<file path="src/rtl/lfsr_range_rng.sv">
// Free-running Fibonacci LFSR with a rejection-sampling front end that returns
// numbers uniformly below a requested limit, falling back after MAX_TRIES rejects.
module lfsr_range_rng #(
    parameter int               WIDTH     = 16,
    parameter int               OUT_W     = 6,
    parameter logic [WIDTH-1:0] SEED      = WIDTH'(16'hABCD),
    parameter int               MAX_TRIES = 16
) (
    input  logic             clk,
    input  logic             rst,
    input  logic             seed_load,
    input  logic [WIDTH-1:0] seed_in,
    input  logic             req,
    input  logic [OUT_W-1:0] limit,
    output logic             busy,
    output logic             valid,
    output logic [OUT_W-1:0] rand_out,
    output logic             fallback,
    output logic [WIDTH-1:0] lfsr_state
);

    if (!(WIDTH == 8 || WIDTH == 16 || WIDTH == 24 || WIDTH == 32)) begin : g_bad_width
        $error("lfsr_range_rng: WIDTH must be 8, 16, 24 or 32");
    end
    if (OUT_W < 1 || OUT_W > WIDTH) begin : g_bad_out_w
        $error("lfsr_range_rng: OUT_W must be in 1..WIDTH");
    end
    if (SEED == {WIDTH{1'b0}}) begin : g_bad_seed
        $error("lfsr_range_rng: SEED must be non-zero");
    end
    if (MAX_TRIES < 1 || MAX_TRIES > 255) begin : g_bad_tries
        $error("lfsr_range_rng: MAX_TRIES must be in 1..255");
    end

    typedef enum logic [0:0] {
        IDLE   = 1'b0,
        SEARCH = 1'b1
    } state_t;

    localparam logic [7:0] LAST_TRY = 8'(MAX_TRIES - 1);

    // Feedback taps per width; the register is widened so every tap index is legal.
    function automatic logic lfsr_fb_f(input logic [WIDTH-1:0] s);
        logic [31:0] w;
        logic        fb;
        w = 32'(s);
        case (WIDTH)
            8:       fb = w[7]  ^ w[5]  ^ w[4]  ^ w[3];
            16:      fb = w[15] ^ w[13] ^ w[12] ^ w[10];
            24:      fb = w[23] ^ w[22] ^ w[21] ^ w[16];
            32:      fb = w[31] ^ w[21] ^ w[1]  ^ w[0];
            default: fb = 1'b0;
        endcase
        return fb;
    endfunction

    logic [WIDTH-1:0] lfsr_r;
    logic [WIDTH-1:0] lfsr_nxt_s;
    state_t           state_r;
    state_t           state_nxt_s;
    logic [7:0]       tries_r;
    logic [7:0]       tries_nxt_s;
    logic [OUT_W-1:0] limit_q_r;
    logic [OUT_W-1:0] limit_q_nxt_s;
    logic [OUT_W-1:0] rand_r;
    logic [OUT_W-1:0] rand_nxt_s;
    logic             valid_r;
    logic             valid_nxt_s;
    logic             fallback_r;
    logic             fallback_nxt_s;
    logic [OUT_W-1:0] cand_s;
    logic             accept_s;

    assign cand_s   = lfsr_r[OUT_W-1:0];
    assign accept_s = (limit_q_r == {OUT_W{1'b0}}) || (cand_s < limit_q_r);

    // LFSR next value: seed reload wins, then the all-zero guard, then a normal shift.
    always_comb begin
        lfsr_nxt_s = lfsr_r;
        if (seed_load) begin
            if (seed_in == {WIDTH{1'b0}}) begin
                lfsr_nxt_s = SEED;
            end else begin
                lfsr_nxt_s = seed_in;
            end
        end else if (lfsr_r == {WIDTH{1'b0}}) begin
            lfsr_nxt_s = SEED;
        end else begin
            lfsr_nxt_s = {lfsr_r[WIDTH-2:0], lfsr_fb_f(lfsr_r)};
        end
    end

    // Search FSM next-state and result decode.
    always_comb begin
        state_nxt_s    = state_r;
        tries_nxt_s    = tries_r;
        limit_q_nxt_s  = limit_q_r;
        rand_nxt_s     = rand_r;
        valid_nxt_s    = 1'b0;
        fallback_nxt_s = 1'b0;
        case (state_r)
            IDLE: begin
                if (req) begin
                    limit_q_nxt_s = limit;
                    tries_nxt_s   = 8'd0;
                    state_nxt_s   = SEARCH;
                end else begin
                    state_nxt_s   = IDLE;
                end
            end
            SEARCH: begin
                if (accept_s) begin
                    rand_nxt_s  = cand_s;
                    valid_nxt_s = 1'b1;
                    state_nxt_s = IDLE;
                end else if (tries_r == LAST_TRY) begin
                    // limit_q is non-zero here: a zero limit always accepts.
                    rand_nxt_s     = limit_q_r - OUT_W'(1);
                    valid_nxt_s    = 1'b1;
                    fallback_nxt_s = 1'b1;
                    state_nxt_s    = IDLE;
                end else begin
                    tries_nxt_s = tries_r + 8'd1;
                    state_nxt_s = SEARCH;
                end
            end
            default: begin
                state_nxt_s = IDLE;
            end
        endcase
    end

    // State registers with synchronous reset.
    always_ff @(posedge clk) begin
        if (rst) begin
            lfsr_r     <= SEED;
            state_r    <= IDLE;
            tries_r    <= 8'd0;
            limit_q_r  <= {OUT_W{1'b0}};
            rand_r     <= {OUT_W{1'b0}};
            valid_r    <= 1'b0;
            fallback_r <= 1'b0;
        end else begin
            lfsr_r     <= lfsr_nxt_s;
            state_r    <= state_nxt_s;
            tries_r    <= tries_nxt_s;
            limit_q_r  <= limit_q_nxt_s;
            rand_r     <= rand_nxt_s;
            valid_r    <= valid_nxt_s;
            fallback_r <= fallback_nxt_s;
        end
    end

    assign busy       = (state_r == SEARCH);
    assign valid      = valid_r;
    assign rand_out   = rand_r;
    assign fallback   = fallback_r;
    assign lfsr_state = lfsr_r;

endmodule

</file>
<file path="config.mk">
export PLATFORM = sky130hd
export DESIGN_NAME = lfsr_range_rng
export DESIGN_NICKNAME = d
export VERILOG_FILES = /design/src/rtl/lfsr_range_rng.sv
export SDC_FILE = /design/constraint.sdc
export NUM_CORES = 1
export LEC_CHECK = 0
export CAP_MARGIN = 20
export CELL_PAD_IN_SITES_DETAIL_PLACEMENT = 0
export CELL_PAD_IN_SITES_GLOBAL_PLACEMENT = 1
export CORE_MARGIN = 2
export CORE_UTILIZATION = 36
export CTS_CLUSTER_DIAMETER = 120
export DETAILED_ROUTE_END_ITERATION = 6
export HOLD_SLACK_MARGIN = 0.06
export PLACE_DENSITY = 0.77
export REMOVE_ABC_BUFFERS = 1
export SLEW_MARGIN = 20
export SYNTH_ARGS = -nofsm -noshare
export SYNTH_HDL_FRONTEND = slang
export SYNTH_SLANG_ARGS = --single-unit
</file>
<file path="constraint.sdc">
create_clock -name clk -period 2.5 [get_ports clk]
set_input_delay 0.5 -clock clk [delete_from_list [all_inputs] [get_ports clk]]
set_output_delay 0.5 -clock clk [all_outputs]
set_load 0.01 [all_outputs]
</file>
==> reports/summary.txt <==
Top Usage Layer GRT = met1
Final WL = 5.59 mm
I/O Buffers = 50
DRT iter0 DRCs = 169
DRT Pass-1 Iters = 4
Status = finished, final reports clean
Gr usage total = 18.7%
EDFF count, synth = 0
Worst VDD drop = 223 uV
Yosys Warn Count = 0
Share of cells above drive strength 1 = 8.80%
Die area = 6380 um^2
Final core occ = 48.8%
Synth Flop Type = dfxtp_1
RSZ-0062 raised after global routing = false
Slowest stage cell, crit path = dfxtp_1
Max incr delay on CP = 370 ps
Max Fclk = 468 MHz
H-tree Lvls = 2
CTS tree = yes
Detailed-route DRC error count = 0
N_diodes = 0
Register area share after synthesis = 37.7%
Synthesized cell area = 2070 um^2
Fillcell total = 579
Vias per cell = 5.40
Pins Over Slew Limit = 0
Post-place setup slack = 377 ps
Synth area leaders = dfxtp_1 (38%), ha_1 (4.8%), nand2b_1 (4.5%)
Initial core utilization = 37.4%
Initial antenna violation count = 0
Layout area overhead = 30.5%
Mapped Cells = 236
Cell Pwr Density = 570 nW/um^2
P_int = 1.06 mW
Met3 usage = 4.07%
Final Cell Area = 2710 um^2
GRT met2 Usage = 26.3%
Critical path, cell by cell = inv_1 -> ha_1 -> a21oi_1 -> o2111ai_1 -> and2_4 -> o41ai_2
Area of the multi-input gates = 1180 um^2
Clock skew = 4.32 ps
HP Class = reg2reg
Slew margin rel. = 58.6%
Synthesis-stage register bit count = 39
Post-route ant nets = 0
Largest net degree at the start of global routing = 23
Critical path endpoint category = flop
Clk pwr share = 27.1%
Mean Syn Cell Area = 8.78 um^2
Most numerous cell in the Yosys netlist = dfxtp_1
Root buf cell = clkbuf_8
Max Buffers Root-to-Sink = 2
Distinct cells, synth = 42
Worst Path Arrival = 2340 ps
M1 GR Usage = 27.8%
Seq pwr share = 46.0%
Minimum clock period = 2140 ps
Pwr Total = 1.54 mW
Worst-margin pin slew = 621 ps
Vias in the first global route = 1,804
Final worst slack = 363 ps
Ports = 51
Worst setup SP type = flop
Crit Path Max Fanout = 7
Core box area = 5540 um^2
Setup CP Type = reg2reg
Final Cycle Share = 85.5%
Post_cts resized = 0
Post-placement cell area = 2620 um^2
Static Leakage = 1.03 nW
Vias post-DR = 1,924
Net Switching = 486 uW
Num Clock Sinks = 39
Dpl hpwl = 4.16 mm
Avg WL per Cell = 15.7 um
Switching share of power = 31.5%
First-pass GRT wire length = 9.27 mm
GP Congestion = 0.902
Seq. cell area = 781 um^2
Maxcap violations = 0
Post-synth ARST share = 0%
Top cell type by total area after synthesis = dfxtp_1
Final Hold Vio Count = 0
Final layout net count = 317
Synth top area share = 37.7%
Post-CTS setup buffers = 0
Critical path required time = 2700 ps
GRT overflow = 0
TritonCTS Buffers = 5
Die Ht = 79.9 um
Clock latency on the worst-skew pair = 300 ps
Hold_buf cts = 0
Comb pwr share = 26.9%
Die Wd = 79.9 um
Placed Cells = 348
Post-Layout Cell Count = 356
Row count = 27
Clock transition at path regs = 80 ps
WHS = 463 ps
Post-synth top cells = dfxtp_1 (39), nand2_1 (20), a21oi_1 (17)
Final setup violation count = 0
Setup tns final = 0 ps
==> cells by family (layout without fill, tap and decap cells) <==
| logic type | count (synthesis) | in the layout | share of synthesized area (%) |
|---|---|---|---|
| AO/OA/AOI/OAI | 59 | 59 | 21.7 |
| XOR/XNOR | 7 | 7 | 2.96 |
| adder cells (fa/ha/maj) | 8 | 8 | 4.83 |
| buffers and inverters | 24 | 72 | 5.43 |
| flip-flops | 39 | 39 | 37.7 |
| multiplexers | 3 | 3 | 1.45 |
| AND/OR/NAND/NOR | 96 | 96 | 26.0 |
==> final timing paths <==
| check | start | endpoint | slack (ps) | cells after the start |
|---|---|---|---|---|
| max | limit_q_r[5]$_SDFFE_PP0P_ | rand_out[4]$_SDFFE_PP0P_ | 360 | 6 |
| min | rand_out[0]$_SDFFE_PP0P_ | rand_out[0]$_SDFFE_PP0P_ | 460 | 2 |
| max reg2reg | limit_q_r[5]$_SDFFE_PP0P_ | rand_out[4]$_SDFFE_PP0P_ | 360 | 6 |
| min reg2reg | rand_out[0]$_SDFFE_PP0P_ | rand_out[0]$_SDFFE_PP0P_ | 460 | 2 |
==> layer usage <==
layer	wire, um	up-vias
li1	-	973
met1	2810	898
met2	2450	46
met3	232	7
met4	90	0
met5	0	-
==> power groups by stage <==
stage	clock [mW]	combinational (mW)	sequential [mW]
finish	0.419	0.415	0.709
global route	0.463	0.454	0.714
CTS	0.429	0.415	0.709
detailed placement	0	0.413	0.723
global placement	0	0.414	0.723
floorplan	0	0.213	0.725
==> layout by cell type, fill, tap and decap left out, drive strengths merged, types with 3 or more instances in the layout <==
cell           instances
inv                    9
nand4                  4
buf                    5
xnor2                  5
clkdlybuf4s50         50
nand3                 10
o22ai                 11
a41o                   3
mux2i                  3
nor4                   9
nor2                  13
nand4b                 6
dfxtp                 39
nand2                 20
o21ai                  3
clkbuf                 5
ha                     8
nor3                   7
a21oi                 17
nand2b                15
o41ai                  5
o211ai                 4
and3                   4
clkinv                 3
a31oi                  5
==> final cells by class <==
type	count	area share, %
clock inverters	3	0.555
clock buffers	5	2.54
repair buffers	55	19.9
well taps	72	3.33
inverters	9	1.25
flip-flops and latches	39	28.8
multi-input cells	173	43.6
==> state kept, by name, summed over array words and instances (netlist names) <==
register    cells
rand_out        6
fallback        1
busy            1
valid           1
tries_r         8
lfsr_state     16
limit_q_r       6
==> worst max-delay path: cells and delay by family, from the launching register on <==
| kind | cells | cell delay (ps) |
|---|---|---|
| compound gates | 3 | 910 |
| fa+ha+maj | 1 | 320 |
| buf+inv | 1 | 120 |
| flops | 1 | 370 |
| simple gates | 1 | 320 |
No activity file was read; power rests on OpenSTA's default activity.
